File: src/rtl/conv_pkg.sv
// Pixel and window types shared by the window generator and the conv2d stage.
// The window edge and the pixel width must match on both sides of that link.
package conv_pkg;

    localparam int K_SIZE = 3;
    localparam int PIX_W  = 9;

    typedef logic signed [PIX_W-1:0] pixel_t;

    // [r][c]: r=0 is the oldest (top) line, c=0 is the leftmost column.
    typedef pixel_t [0:K_SIZE-1][0:K_SIZE-1] window_t;

endpackage

File: src/rtl/window_gen_if.sv
// Pixel-in / window-out stream bundle of the window generator.
// Both sides use valid/ready: a beat moves on a rising clk edge where valid
// and ready are both high; valid must not wait for ready; while valid is high
// and ready is low, the payload (pixel/sof or window/last) stays stable.
interface window_gen_if;
    import conv_pkg::*;

    logic    in_valid;
    logic    in_ready;
    pixel_t  in_pixel;
    logic    in_sof;
    logic    out_valid;
    logic    out_ready;
    window_t out_window;
    logic    out_last;

    modport slave (
        input  in_valid, in_pixel, in_sof, out_ready,
        output in_ready, out_valid, out_window, out_last
    );

    modport master (
        output in_valid, in_pixel, in_sof, out_ready,
        input  in_ready, out_valid, out_window, out_last
    );

endinterface

File: src/rtl/window_gen_line_buffer.sv
// One image line of delay: read the old pixel and write the new one at the same
// column address in one cycle. Contents are deliberately not reset.
module line_buffer
    import conv_pkg::*;
#(
    parameter int DEPTH = 32,
    parameter int AW    = 5
) (
    input  logic          clk,
    input  logic          wr_en,
    input  logic [AW-1:0] addr,
    input  pixel_t        wr_data,
    output pixel_t        rd_data
);

    pixel_t mem [DEPTH];

    // Read is combinational so the old value is seen in the same cycle as the write.
    assign rd_data = mem[addr];

    always_ff @(posedge clk) begin
        if (wr_en) begin
            mem[addr] <= wr_data;
        end
    end

endmodule

File: src/rtl/window_gen.sv
// Raster-order pixel stream in, KxK sliding window of valid positions out.
// K-1 chained line buffers feed the right column of a KxK window register.
module window_gen
    import conv_pkg::*;
#(
    parameter int IMG_W = 32,
    parameter int IMG_H = 32
) (
    input  logic        clk,
    input  logic        rst,
    window_gen_if.slave bus
);

    localparam int CW = $clog2(IMG_W);
    localparam int RW = $clog2(IMG_H);

    localparam logic [CW-1:0] COL_LAST = CW'(IMG_W - 1);
    localparam logic [RW-1:0] ROW_LAST = RW'(IMG_H - 1);
    localparam logic [CW-1:0] COL_MIN  = CW'(K_SIZE - 1);
    localparam logic [RW-1:0] ROW_MIN  = RW'(K_SIZE - 1);

    logic [CW-1:0] col, col_eff, col_nxt;
    logic [RW-1:0] row, row_eff, row_nxt;
    logic          accept;
    logic          out_valid_q;
    logic          out_last_q;
    window_t       win_q;
    window_t       win_nxt;
    pixel_t        lb_rd [K_SIZE-1];
    pixel_t        lb_wr [K_SIZE-1];

    // Single output register: a new window may enter as the held one leaves.
    assign bus.in_ready   = !out_valid_q || bus.out_ready;
    assign accept         = bus.in_valid && bus.in_ready;
    assign bus.out_valid  = out_valid_q;
    assign bus.out_last   = out_last_q;
    assign bus.out_window = win_q;

    // A start-of-frame pixel is (0,0) regardless of where the counters stand.
    assign col_eff = bus.in_sof ? '0 : col;
    assign row_eff = bus.in_sof ? '0 : row;

    always_comb begin
        col_nxt = col_eff + 1'b1;
        row_nxt = row_eff;
        if (col_eff == COL_LAST) begin
            col_nxt = '0;
            row_nxt = (row_eff == ROW_LAST) ? '0 : row_eff + 1'b1;
        end
    end

    // linebuf[0] holds the previous line; each stage pushes its old pixel deeper.
    for (genvar i = 0; i < K_SIZE - 1; i++) begin : g_lb
        if (i == 0) begin : g_head
            assign lb_wr[i] = bus.in_pixel;
        end else begin : g_tail
            assign lb_wr[i] = lb_rd[i-1];
        end

        line_buffer #(
            .DEPTH (IMG_W),
            .AW    (CW)
        ) u_lb (
            .clk     (clk),
            .wr_en   (accept),
            .addr    (col_eff),
            .wr_data (lb_wr[i]),
            .rd_data (lb_rd[i])
        );
    end

    always_comb begin
        win_nxt = win_q;
        for (int r = 0; r < K_SIZE; r++) begin
            for (int c = 0; c < K_SIZE - 1; c++) begin
                win_nxt[r][c] = win_q[r][c+1];
            end
        end
        for (int r = 0; r < K_SIZE - 1; r++) begin
            win_nxt[r][K_SIZE-1] = lb_rd[K_SIZE-2-r];
        end
        win_nxt[K_SIZE-1][K_SIZE-1] = bus.in_pixel;
    end

    // The window shifts on every accept; it is flagged valid only once it spans
    // K full lines and K columns of the same line.
    always_ff @(posedge clk or negedge rst) begin
        if (!rst) begin
            col         <= '0;
            row         <= '0;
            win_q       <= '0;
            out_valid_q <= 1'b0;
            out_last_q  <= 1'b0;
        end else if (accept) begin
            col         <= col_nxt;
            row         <= row_nxt;
            win_q       <= win_nxt;
            out_valid_q <= (row_eff >= ROW_MIN) && (col_eff >= COL_MIN);
            out_last_q  <= (row_eff == ROW_LAST) && (col_eff == COL_LAST);
        end else if (bus.out_ready) begin
            out_valid_q <= 1'b0;
        end
    end

endmodule
File: src/flat_wrapper.sv
// flat-port wrapper written by rule: the top's interface ports become plain ports
module window_gen_flat import conv_pkg::*;
#(
    parameter int IMG_W = 32,
    parameter int IMG_H = 32
)
  (clk, rst, bus_in_valid, bus_in_pixel, bus_in_sof, bus_out_ready, bus_in_ready, bus_out_valid, bus_out_window, bus_out_last);
  window_gen_if bus_i ();
  input  logic clk;
  input  logic rst;
  input wire logic [$bits(bus_i.in_valid)-1:0] bus_in_valid;
  input wire logic [$bits(bus_i.in_pixel)-1:0] bus_in_pixel;
  input wire logic [$bits(bus_i.in_sof)-1:0] bus_in_sof;
  input wire logic [$bits(bus_i.out_ready)-1:0] bus_out_ready;
  output wire logic [$bits(bus_i.in_ready)-1:0] bus_in_ready;
  output wire logic [$bits(bus_i.out_valid)-1:0] bus_out_valid;
  output wire logic [$bits(bus_i.out_window)-1:0] bus_out_window;
  output wire logic [$bits(bus_i.out_last)-1:0] bus_out_last;
  assign bus_i.in_valid = bus_in_valid;
  assign bus_i.in_pixel = bus_in_pixel;
  assign bus_i.in_sof = bus_in_sof;
  assign bus_i.out_ready = bus_out_ready;
  assign bus_in_ready = bus_i.in_ready;
  assign bus_out_valid = bus_i.out_valid;
  assign bus_out_window = bus_i.out_window;
  assign bus_out_last = bus_i.out_last;
  window_gen #(.IMG_W(IMG_W), .IMG_H(IMG_H)) u_core (.clk(clk), .rst(rst), .bus(bus_i));
endmodule
File: config.mk
export PLATFORM = sky130hd
export DESIGN_NAME = window_gen_flat
export DESIGN_NICKNAME = d
export VERILOG_FILES = /design/src/rtl/conv_pkg.sv /design/src/rtl/window_gen_if.sv /design/src/rtl/window_gen_line_buffer.sv /design/src/rtl/window_gen.sv /design/src/flat_wrapper.sv
export SDC_FILE = /design/constraint.sdc
export NUM_CORES = 1
export LEC_CHECK = 0
export BUFFER_PORTS_ARGS = -buffer_cell sky130_fd_sc_hd__buf_2
export CAP_MARGIN = 30
export CORE_UTILIZATION = 45
export DETAILED_ROUTE_END_ITERATION = 12
export PLACE_DENSITY_LB_ADDON = 0.2
export SLEW_MARGIN = 25
export SYNTH_ARGS = -nofsm -noshare
export SYNTH_HDL_FRONTEND = slang
export SYNTH_SLANG_ARGS = --single-unit
File: constraint.sdc
create_clock -name clk -period 4.6 [get_ports clk]
set_input_delay 0.92 -clock clk [delete_from_list [all_inputs] [get_ports clk]]
set_output_delay 0.92 -clock clk [all_outputs]
set_load 0.005 [all_outputs]
==> results of run 1 <==
-- cell usage in the layout (no fill, tap or decap), types with 12 or more instances in the layout --
| master | netlist | layout |
|---|---|---|
| mux2_2 | 43 | 43 |
| a31oi_1 | 21 | 21 |
| clkbuf_1 | 27 | 22 |
| a22oi_1 | 15 | 15 |
| nor2_2 | 1 | 33 |
| edfxtp_1 | 576 | 576 |
| clkbuf_16 | 0 | 75 |
| a211oi_1 | 15 | 15 |
| nand2_1 | 283 | 282 |
| buf_4 | 20 | 66 |
| o221ai_1 | 22 | 22 |
| a221oi_1 | 26 | 26 |
| mux2i_1 | 122 | 122 |
| nand3b_1 | 12 | 12 |
| buf_2 | 42 | 96 |
| nor2_1 | 75 | 43 |
| dfrtp_1 | 93 | 90 |
| clkinv_1 | 0 | 14 |
| o211ai_1 | 19 | 19 |
| o21ai_0 | 34 | 34 |
| a21oi_1 | 79 | 79 |
| nand3_1 | 28 | 28 |
| mux4_2 | 15 | 15 |
-- path summary, 6_finish.rpt --
kind	end	slack [ns]	depth (start not counted)
min reg2reg	u_core.bus.out_window[45]	0.47	2
min in group clk	u_core.bus.out_window[45]	0.47	2
max	u_core.g_lb[1].u_lb.mem[12][7]	1.12	8
max in group asynchronous	u_core.bus.out_window[79]	3.19	2
max reg2reg	u_core.g_lb[1].u_lb.mem[12][7]	1.12	8
min	u_core.bus.out_window[22]	0.43	1
-- metal layers --
layer | up-vias | part of all wire (%)
met1 | 8216 | 42
met2 | 668 | 48
li1 | 7002 | -
met4 | 0 | 2.3
met3 | 104 | 7.6
met5 | - | 0
-- power by group --
part	internal, mW	switching, mW	total (mW)
registers	7.02	0.237	7.25
clock network	3.04	2.27	5.31
logic	0.578	1.25	1.82
-- worst max-delay path, delay by kind of cell (launching register included) --
family                 cells  cell delay (ns)
AOI/OAI and AO/OA          1             0.15
buffers and inverters      3             1.04
DFF                        1             0.88
and+or+nand+nor            4             1.02
-- cell type report --
cell class | instances | area [sq um] | area share, %
tap | 765 | 957 | 3.16
inverter | 11 | 45.0 | 0.149
timing repair buffer | 166 | 1060 | 3.48
sequential | 669 | 19600 | 64.8
clock buffer | 101 | 2010 | 6.63
clock inverter | 27 | 135 | 0.446
multi-input combinational | 960 | 6470 | 21.4
-- stage by stage --
step / worst slack [ns] / power (mW)
6_report: 1.12 / 14.4
2_1_floorplan: 1.56 / 8.36
5_1_grt: 0.988 / 14.9
4_1_cts: 1.16 / 14.5
3_5_place_dp: 0.833 / 9.20
3_3_place_gp: 0.846 / 9.16
-- registers in the layout (all words and copies together), names as in the netlist --
signal and count:
u_core.bus.out_valid 1, u_core.row 5, u_core.bus.out_window 81, u_core.col 5
u_core.g_lb.u_lb.mem 576, u_core.bus.out_last 1
-- synth_stat cells, drive strengths merged, types with 8 or more instances --
| cell | n | area (sq um) |
|---|---|---|
| buf | 86 | 571 |
| a31oi | 21 | 131 |
| nand3 | 28 | 140 |
| nor2 | 76 | 288 |
| nand3b | 12 | 90.1 |
| inv | 10 | 40.1 |
| o211ai | 19 | 143 |
| clkbuf | 27 | 101 |
| mux4 | 15 | 338 |
| a22oi | 16 | 125 |
| edfxtp | 576 | 17300 |
| nor3b | 8 | 71.3 |
| nand2 | 283 | 1060 |
| a32oi | 8 | 70.1 |
| a21oi | 79 | 395 |
| o21ai | 37 | 185 |
| a221oi | 28 | 258 |
| o22ai | 10 | 62.6 |
| a211oi | 15 | 113 |
| dfrtp | 93 | 2330 |
| mux2 | 43 | 484 |
| nor2b | 12 | 75.1 |
| nor3 | 9 | 50.1 |
| o221ai | 22 | 193 |
| mux2i | 122 | 1220 |
-- cells by family (layout without fill, tap and decap cells) --
group,Yosys count,count (layout),synth area share (%)
multiplexers,180,180,7.65
AND/OR/NAND/NOR,459,459,7.54
flip-flops,669,669,73.5
adder cells (fa/ha/maj),3,3,0.141
buffers and inverters,124,305,2.68
AO/OA/AOI/OAI,318,318,8.50
==> out/summary.txt, run 1 <==
=================================================================================
Clk pin slew, worst setup/hold paths                                      0.07 ns
Post-synthesis instance total                                               1,753
Antenna diode count                                                             0
Worst hold margin                                                        0.432 ns
Endpoint class of the critical path                                      register
Setup repair after global routing missed its margin                         false
Required arrival time at the worst endpoint                               4.91 ns
Critical-path cell with the highest stage delay                           dfrtp_4
Initial cell density of the core                                            45.9%
Area growth from synthesis to final layout                                  13.5%
PostCTS Resize Cnt                                                              0
Number of ports placed on the die boundary                                     98
Via count of the first global-routing pass                                 15,692
Number of synthesized flops with an enable pin                                576
Routability cong.                                                           0.904
Number of hold violations in the final report                                   0
First-iteration detailed-routing DRC count                                  1,736
Setup-violating endpoint count in the final report                              0
Top cell by count, worst path                                               buf_4
Most congested layer reported by global routing                              met2
Number of unique standard cell types used by synthesis                         81
Post-detailed-routing wire length                                       71,800 um
Final Non-Filler Cells                                                      2,699
Die Y-Extent                                                               246 um
Number of antenna violations at the first check in global routing               0
Area of the die                                                      60,300 sq um
Inserted Clock Buffers                                                         71
Number of port buffers                                                         97
Synthesized area                                                     26,700 sq um
Cells along the critical path                                        nor2b_4, clkinv_2, buf_4, o22ai_1, nor3_1, nor4_1, nand2_1, buf_4
Maximum frequency from static timing analysis                             288 MHz
Static leakage                                                            10.8 nW
Total power per unit cell area                                        475 nW/um^2
Post-CTS Repair Setup Buffers                                                   0
Count of antenna-violating nets left after detailed routing                     0
DIE WIDTH                                                                  246 um
Total clock sinks                                                             669
Placed Area                                                          28,200 sq um
Count of placed standard cells including taps                               2,571
Global-route wire length before repair                                 106,000 um
Pins over their slew limit                                                      0
Root Driver                                                             clkbuf_16
Worst setup path startpoint                                          u_core.col[1]
Part of the Yosys area used for sequential elements                         73.5%
Drt first pass iters                                                            5
Worst setup skew after layout                                           0.0192 ns
Setup TNS                                                                    0 ns
Reg-to-reg critical path startpoint                                  u_core.col[1]
Maximum fanout encountered on the critical timing path                         49
Most common flop cell mapped by yosys                                    edfxtp_1
Total global routing track utilization                                      24.2%
Worst hold path type                                                     in2async
Post-layout net count                                                       1,896
Outcome                                                              finished, final reports clean
Number of filler cells placed in the layout                                 4,790
Largest stage delay, worst path                                           0.88 ns
Tcrit/Tclk final                                                            75.6%
Global-route track usage on met2                                            38.6%
Final HPWL from detailed placement                                      44,600 um
Number of remaining DRC errors                                                  0
H-Tree Level Count                                                              3
Post-synthesis average cell area                                       15.2 sq um
Minimum period implied by the final worst setup slack                     3.48 ns
Synthesized netlist net count                                               1,770
Number of warning messages in the yosys log                                     0
CTS tree                                                                      yes
Total number of placement rows                                                 88
Largest buffer count on any clock path                                          3
Layout cell share with drive strength beyond 1                              19.3%
Synthesized flop and latch total                                              669
Type of the worst setup path                                              reg2reg
Number of vias after detailed routing                                      15,990
Remaining global-route overflow                                                 0
Post-CTS Hold Fix Bufs                                                          0
Worst skew pair latency                                                   0.62 ns
Fraction of synthesis flops using an asynchronous set or reset pin          13.9%
Met3 track utilization from global routing                                  4.52%
Post-detailed-route wirelength per cell                                   26.6 um
Max Cap Violations                                                              0
Met1 demand-to-capacity share in global routing                             33.4%
Worst Tran Pin Value                                                     0.990 ns
Largest net degree at the start of global routing                             106
Critical Path Start Type                                                 register
Post-detailed-route via-to-cell ratio                                        5.92
Final standard cell utilization of the core                                 52.1%
Core ar.                                                             58,100 sq um
Maximum vdd ir drop                                                      0.236 mV
Final Cell Area                                                      30,300 sq um
Max_slew headroom                                                           33.8%
Arrival time reported for the critical path endpoint                      3.79 ns
=================================================================================
Note: power is estimated with default switching activity, not from simulation.
==> run 2: changes to the inputs <==
==> constraint.sdc (replaced) <==
create_clock -name clk -period 3.1 [get_ports clk]
set_input_delay 0.62 -clock clk [delete_from_list [all_inputs] [get_ports clk]]
set_output_delay 0.62 -clock clk [all_outputs]
set_load 0.005 [all_outputs]
==> run 2 against run 1 <==
Effect of this change: combinational power increased by 66%; total power rose by 51%; first-iteration DRC count fell by 0.12%; highest routed layer unchanged; sequential share of layout area down 2.1 points; sequential cell count did not move; maximum frequency rose by 16%; cell area grew 3.3%; non-clock buffer count is 89 higher; largest power group unchanged; count of clock-buffer cells in the layout is 5 lower.
==> out/summary.txt, run 2 (synthesized netlist as in run 1, its figures left out) <==
================================================================================
Arrival time reported for the critical path endpoint                     3.34 ns   was 3.79 ns
R2R cell count                                                                 7   was 8
Maximum vdd ir drop                                                     0.402 mV   was 0.236 mV
Setup-violating endpoint count in the final report                             0   unchanged
Maximum fanout encountered on the critical timing path                        32   was 49
Largest stage delay, worst path                                          0.75 ns   was 0.88 ns
Largest net degree at the start of global routing                             79   was 106
Endpoint class of the critical path                                     register   unchanged
Register with the most flip-flops                                   u_core.g_lb.u_lb.mem   unchanged
CTS tree                                                                     yes   unchanged
Number of vias after detailed routing                                     16,526   was 15,990
Final Cell Area                                                     31,300 sq um   was 30,300 sq um
PostCTS Resize Cnt                                                             0   unchanged
Outcome                                                             finished, final reports clean   unchanged
Pins over their slew limit                                                     0   unchanged
Post-detailed-route via-to-cell ratio                                       5.93   was 5.92
Area of the die                                                     60,300 sq um   unchanged
Total global routing track utilization                                     24.8%   was 24.2%
Core ar.                                                            58,100 sq um   unchanged
FF-to-FF End                                                        u_core.g_lb[1].u_lb.mem[24][5]   was u_core.g_lb[1].u_lb.mem[12][7]
First-iteration detailed-routing DRC count                                 1,734   was 1,736
Number of hold violations in the final report                                  0   unchanged
Initial cell density of the core                                           45.9%   unchanged
Final standard cell utilization of the core                                53.9%   was 52.1%
H-Tree Level Count                                                             3   unchanged
Layout cell share with drive strength beyond 1                             23.4%   was 19.3%
Final Non-Filler Cells                                                     2,786   was 2,699
Post-detailed-route wirelength per cell                                  26.6 um   about the same
Via count of the first global-routing pass                                16,130   was 15,692
Max_slew headroom                                                          39.1%   was 33.8%
Max Cap Violations                                                             0   unchanged
Worst Tran Pin Value                                                    0.909 ns   was 0.990 ns
Number of antenna violations at the first check in global routing              0   unchanged
Total number of placement rows                                                88   unchanged
Worst hold path type                                                    in2async   unchanged
Placed Area                                                         29,100 sq um   was 28,200 sq um
Worst setup skew after layout                                          0.0195 ns   was 0.0192 ns
Inserted Clock Buffers                                                        69   was 71
Post-layout net count                                                      1,983   was 1,896
Static leakage                                                           11.4 nW   was 10.8 nW
Number of ports placed on the die boundary                                    98   unchanged
Minimum period implied by the final worst setup slack                    3.00 ns   was 3.48 ns
Tot Pwr                                                                  21.7 mW   was 14.4 mW
DIE WIDTH                                                                 246 um   unchanged
Post-CTS Repair Setup Buffers                                                  0   unchanged
Remaining global-route overflow                                                0   unchanged
Reg-to-reg critical path startpoint                                 u_core.col[0]   was u_core.col[1]
Worst skew pair latency                                                  0.61 ns   was 0.62 ns
Antenna diode count                                                            0   unchanged
Setup repair after global routing missed its margin                        false   unchanged
Global-route wire length before repair                                108,000 um   was 106,000 um
Count of antenna-violating nets left after detailed routing                    0   unchanged
Root Driver                                                            clkbuf_16   unchanged
Type of the worst setup path                                             reg2reg   unchanged
Final HPWL from detailed placement                                     47,300 um   was 44,600 um
Most common cell after layout, fill and taps aside                      edfxtp_1   unchanged
Largest buffer count on any clock path                                         3   unchanged
Post-CTS Hold Fix Bufs                                                         0   unchanged
Number of flip-flops under the largest register name                         576   unchanged
Commonest cells after routing, fill and taps aside                  576 x edfxtp_1, 282 x nand2_1, 130 x buf_4   was 576 x edfxtp_1, 282 x nand2_1, 122 x mux2i_1
Required arrival time at the worst endpoint                              3.44 ns   was 4.91 ns
Number of port buffers                                                        97   unchanged
Clk pin slew, worst setup/hold paths                                     0.06 ns   was 0.07 ns
Critical-path cell with the highest stage delay                           nor2_1   was dfrtp_4
Total clock sinks                                                            669   unchanged
Number of filler cells placed in the layout                                4,725   was 4,790
Count of placed standard cells including taps                              2,660   was 2,571
Maximum frequency from static timing analysis                            334 MHz   was 288 MHz
Setup slack on the worst flop-to-flop path                               0.10 ns   was 1.12 ns
Drt first pass iters                                                           5   unchanged
Critical Path Start Type                                                register   unchanged
Tcrit/Tclk final                                                           96.7%   was 75.6%
Die Y-Extent                                                              246 um   unchanged
Number of remaining DRC errors                                                 0   unchanged
Cells along the critical path                                       nor2_1, a221o_1, a211oi_1, buf_4, a311oi_1, nand2_1, buf_12   was nor2b_4, clkinv_2, buf_4, o22ai_1, nor3_1, nor4_1, nand2_1, buf_4
Routability cong.                                                          0.927   was 0.904
Post-detailed-routing wire length                                      74,000 um   was 71,800 um
Area growth from synthesis to final layout                                 17.3%   was 13.5%
Total power per unit cell area                                       694 nW/um^2   was 475 nW/um^2
Sum of buffers and inverters on the critical path                              2   was 3
Kind of cell adding the most delay to the critical path             simple AND/OR/NAND/NOR gates   was buffers and inverters
================================================================================
## run 2: cell count changes in the layout (fill, tap and decap cells not counted), moves of 4 or more
cell	previous run	this run
clkbuf_16	75	71
clkinv_1	14	6
clkbuf_1	22	18
buf_4	66	130
buf_12	4	29
clkinv_2	9	15
## run 2: layout make-up
type	instances	area, sq um	share of cell area [%]
clock buffers	96	1930	6.18
clock inverters	30	243	0.775
inverters	11	45.0	0.144
multi-input cells	960	6470	20.6
flip-flops and latches	669	19600	62.7
well taps	765	957	3.06
repair buffers	255	2040	6.50
## run 2: layer usage
| metal | global-route usage, % | part of all wire, % | vias up |
|---|---|---|---|
| met1 | 34.8 | 43 | 8425 |
| met2 | 39.0 | 46 | 810 |
| met4 | 8.93 | 2.8 | 0 |
| li1 | - | - | 7168 |
| met5 | 0 | 0 | - |
| met3 | 4.27 | 8.0 | 123 |
## run 2: metrics by stage
step / hold slack [ns] / setup slack, ns / TNS, ns
after detailed placement: 0.459 / 0.0380 / 0
after global placement: 0.452 / -0.0378 / -1.13
after floorplan: 0.324 / 0.361 / 0
after CTS: 0.0354 / 0.156 / 0
after global routing: 0.0672 / 0.0556 / 0
final: 0.0325 / 0.104 / 0
## run 2: worst max path at each step
| stage | start | to | slack, ns | cells past startpoint |
|---|---|---|---|---|
| after floorplan | bus_in_sof | u_core.g_lb[0].u_lb.mem[4][0] | 0.36 | 8 |
| after global placement | bus_in_sof | u_core.g_lb[1].u_lb.mem[8][1] | -0.04 | 10 |
| after detailed placement | bus_in_sof | u_core.g_lb[1].u_lb.mem[13][1] | 0.04 | 10 |
| after CTS | u_core.col[0] | u_core.g_lb[1].u_lb.mem[11][1] | 0.16 | 8 |
| after global routing | u_core.col[0] | u_core.g_lb[1].u_lb.mem[11][1] | 0.06 | 8 |
| final | u_core.col[0] | u_core.g_lb[1].u_lb.mem[24][5] | 0.10 | 7 |
## run 2: power breakdown
| part | switching [mW] | internal, mW | total [mW] | leakage, nW |
|---|---|---|---|---|
| logic | 1.94 | 1.09 | 3.03 | 3.98 |
| registers | 0.273 | 10.4 | 10.7 | 6.33 |
| clock network | 3.39 | 4.63 | 8.02 | 1.08 |
==> run 3: changes to the inputs <==
--- a/config.mk
+++ b/config.mk
@@ -7,7 +7,10 @@
 export LEC_CHECK = 0
 export BUFFER_PORTS_ARGS = -buffer_cell sky130_fd_sc_hd__buf_2
 export CAP_MARGIN = 30
+export CELL_PAD_IN_SITES_DETAIL_PLACEMENT = 0
+export CELL_PAD_IN_SITES_GLOBAL_PLACEMENT = 1
 export CORE_UTILIZATION = 45
+export CTS_BUF_LIST = sky130_fd_sc_hd__clkbuf_2 sky130_fd_sc_hd__clkbuf_4 sky130_fd_sc_hd__clkbuf_8
 export DETAILED_ROUTE_END_ITERATION = 12
 export PLACE_DENSITY_LB_ADDON = 0.2
 export SLEW_MARGIN = 25
==> run 3 against run 2 <==
Effect of this change: routed wire length increased by 0.39%; via count grew 0.13%; critical endpoint is now u_core.g_lb[1].u_lb.mem[12][3]; first-iteration DRC count shrank 8.8%; worst hold slack improved by 0.20 ns; largest power group unchanged; largest cell class unchanged; maximum frequency is 0.62% higher.
==> out/summary.txt, run 3 (synthesized netlist as in run 1, its figures left out) <==
================================================================================
Count of placed standard cells including taps                              2,647   was 2,660
Number of port buffers                                                        97   unchanged
Worst skew pair latency                                                  0.71 ns   was 0.61 ns
DIE WIDTH                                                                 246 um   unchanged
Area of the die                                                     60,300 sq um   unchanged
Setup slack on the worst flop-to-flop path                               0.12 ns   was 0.10 ns
Largest net degree at the start of global routing                             71   was 79
Layout cell share with drive strength beyond 1                             25.5%   was 23.4%
Hold Path Stages                                                               3
Setup-violating endpoint count in the final report                             0   unchanged
Number of ports placed on the die boundary                                    98   unchanged
Required arrival time at the worst endpoint                              3.63 ns   was 3.44 ns
Die Y-Extent                                                              246 um   unchanged
Critical Path Start Type                                                register   unchanged
FF-to-FF End                                                        u_core.g_lb[1].u_lb.mem[12][3]   was u_core.g_lb[1].u_lb.mem[24][5]
Worst setup skew after layout                                          0.0398 ns   was 0.0195 ns
Max_slew headroom                                                          42.5%   was 39.1%
Number of flip-flops under the largest register name                         576   unchanged
Area growth from synthesis to final layout                                 17.0%   was 17.3%
H-Tree Level Count                                                             3   unchanged
Number of vias after detailed routing                                     16,547   was 16,526
End of the worst hold path                                          u_core.bus.out_valid
Routability cong.                                                          0.870   was 0.927
Number of hold violations in the final report                                  0   unchanged
Minimum period implied by the final worst setup slack                    2.98 ns   was 3.00 ns
Number of filler cells placed in the layout                                4,780   was 4,725
Commonest cells after routing, fill and taps aside                  576 x edfxtp_1, 282 x nand2_1, 122 x mux2i_1   was 576 x edfxtp_1, 282 x nand2_1, 130 x buf_4
Largest buffer count on any clock path                                         3   unchanged
Global-route wire length before repair                                109,000 um   was 108,000 um
Type of the worst setup path                                             reg2reg   unchanged
Inserted Clock Buffers                                                       107   was 69
Number of remaining DRC errors                                                 0   unchanged
CTS tree                                                                     yes   unchanged
Post-layout net count                                                      2,009   was 1,983
Final Non-Filler Cells                                                     2,843   was 2,786
Tcrit/Tclk final                                                           96.1%   was 96.7%
Static leakage                                                           11.4 nW   about the same
Post-detailed-route via-to-cell ratio                                       5.82   was 5.93
Number of antenna violations at the first check in global routing              1   was 0
Arrival time reported for the critical path endpoint                     3.50 ns   was 3.34 ns
Post-detailed-routing wire length                                      74,300 um   was 74,000 um
Final HPWL from detailed placement                                     46,600 um   was 47,300 um
Core ar.                                                            58,100 sq um   unchanged
Maximum frequency from static timing analysis                            336 MHz   was 334 MHz
Total clock sinks                                                            669   unchanged
Endpoint class of the critical path                                     register   unchanged
Setup repair after global routing missed its margin                        false   unchanged
Pins over their slew limit                                                     0   unchanged
PostCTS Resize Cnt                                                             0   unchanged
Worst hold path type                                                      in2reg   was in2async
Remaining global-route overflow                                                0   unchanged
Drt first pass iters                                                           7   was 5
Initial cell density of the core                                           45.9%   unchanged
Worst Tran Pin Value                                                    0.863 ns   was 0.909 ns
Post-CTS Repair Setup Buffers                                                  0   unchanged
Most common cell after layout, fill and taps aside                      edfxtp_1   unchanged
Multi-input combinational cell area                                   6460 sq um   was 6470 sq um
Setup TNS                                                                   0 ns   unchanged
Total power per unit cell area                                       681 nW/um^2   was 694 nW/um^2
Max Cap Violations                                                             0   unchanged
Total number of placement rows                                                88   unchanged
Register with the most flip-flops                                   u_core.g_lb.u_lb.mem   unchanged
Total global routing track utilization                                     24.9%   was 24.8%
Reg-to-reg critical path startpoint                                 u_core.col[3]   was u_core.col[0]
Root Driver                                                             clkbuf_8   was clkbuf_16
Maximum vdd ir drop                                                     0.343 mV   was 0.402 mV
Startpoint of the lowest-slack hold path                            bus_in_valid
First-iteration detailed-routing DRC count                                 1,581   was 1,734
Count of antenna-violating nets left after detailed routing                    0   unchanged
Outcome                                                             finished, final reports clean   unchanged
Maximum fanout encountered on the critical timing path                        32   unchanged
R2R cell count                                                                 6   was 7
Post-detailed-route wirelength per cell                                  26.1 um   was 26.6 um
Via count of the first global-routing pass                                16,270   was 16,130
Clk pin slew, worst setup/hold paths                                     0.06 ns   about the same
Sequential cell area                                                19,600 sq um   unchanged
================================================================================
## run 3: repair_timing
action / in CTS / in global routing
endpoints found under the hold margin: 47 / 0
hold buffers: 1 / 0
endpoints found under the setup margin: 0 / 0
## run 3: final cells by class
cell class / instances / area share (%)
inverters: 11 / 0.144
multi-input cells: 960 / 20.7
diodes: 1 / 0.00801
well taps: 765 / 3.06
flip-flops and latches: 669 / 62.8
clock inverters: 35 / 0.749
repair buffers: 243 / 6.41
clock buffers: 159 / 6.10
## run 3: worst max-delay path by stage
stage | startpoint | end | slack (ns) | depth (start not counted)
3_3_place_gp | bus_in_sof | u_core.g_lb[1].u_lb.mem[10][5] | 0.07 | 8
2_1_floorplan | bus_in_sof | u_core.g_lb[0].u_lb.mem[4][0] | 0.36 | 8
4_1_cts | u_core.col[3] | u_core.g_lb[1].u_lb.mem[12][3] | 0.22 | 6
3_5_place_dp | bus_in_sof | u_core.g_lb[1].u_lb.mem[14][3] | 0.09 | 8
6_report | u_core.col[3] | u_core.g_lb[1].u_lb.mem[12][3] | 0.12 | 6
5_1_grt | u_core.col[3] | u_core.g_lb[1].u_lb.mem[12][3] | 0.11 | 6
## run 3: critical path: stages (launching register included)
cell and delay, ns:
dfrtp_1 0.86, nand2b_1 0.39, nor2_1 0.52, o221ai_1 0.31, o211a_1 0.25, nand2_1 0.22
buf_12 0.22
## run 3: layer usage
metal	vias up	part of all wire, %	track usage (%)
met4	0	1.6	6.27
met3	100	7.7	4.50
met5	-	0	0
met1	8461	44	35.9
li1	7248	-	-
met2	738	47	39.2
## run 3: through the flow
stage	hold slack [ns]	area [sq um]	setup WS (ns)	util [%]	total power, mW
floorplan	0.324	26700	0.361	-	12.4
global placement	0.452	29100	0.0677	50.0	13.9
detailed placement	0.458	29100	0.0867	50.0	13.9
CTS	0.187	31200	0.225	53.7	21.4
global route	0.225	31200	0.108	53.7	22.1
finish	0.228	31200	0.122	53.7	21.3
## run 3: power breakdown
group | switching [mW] | internal, mW
logic | 1.96 | 1.10
clock network | 3.42 | 4.10
registers | 0.276 | 10.4
total | 5.66 | 15.6
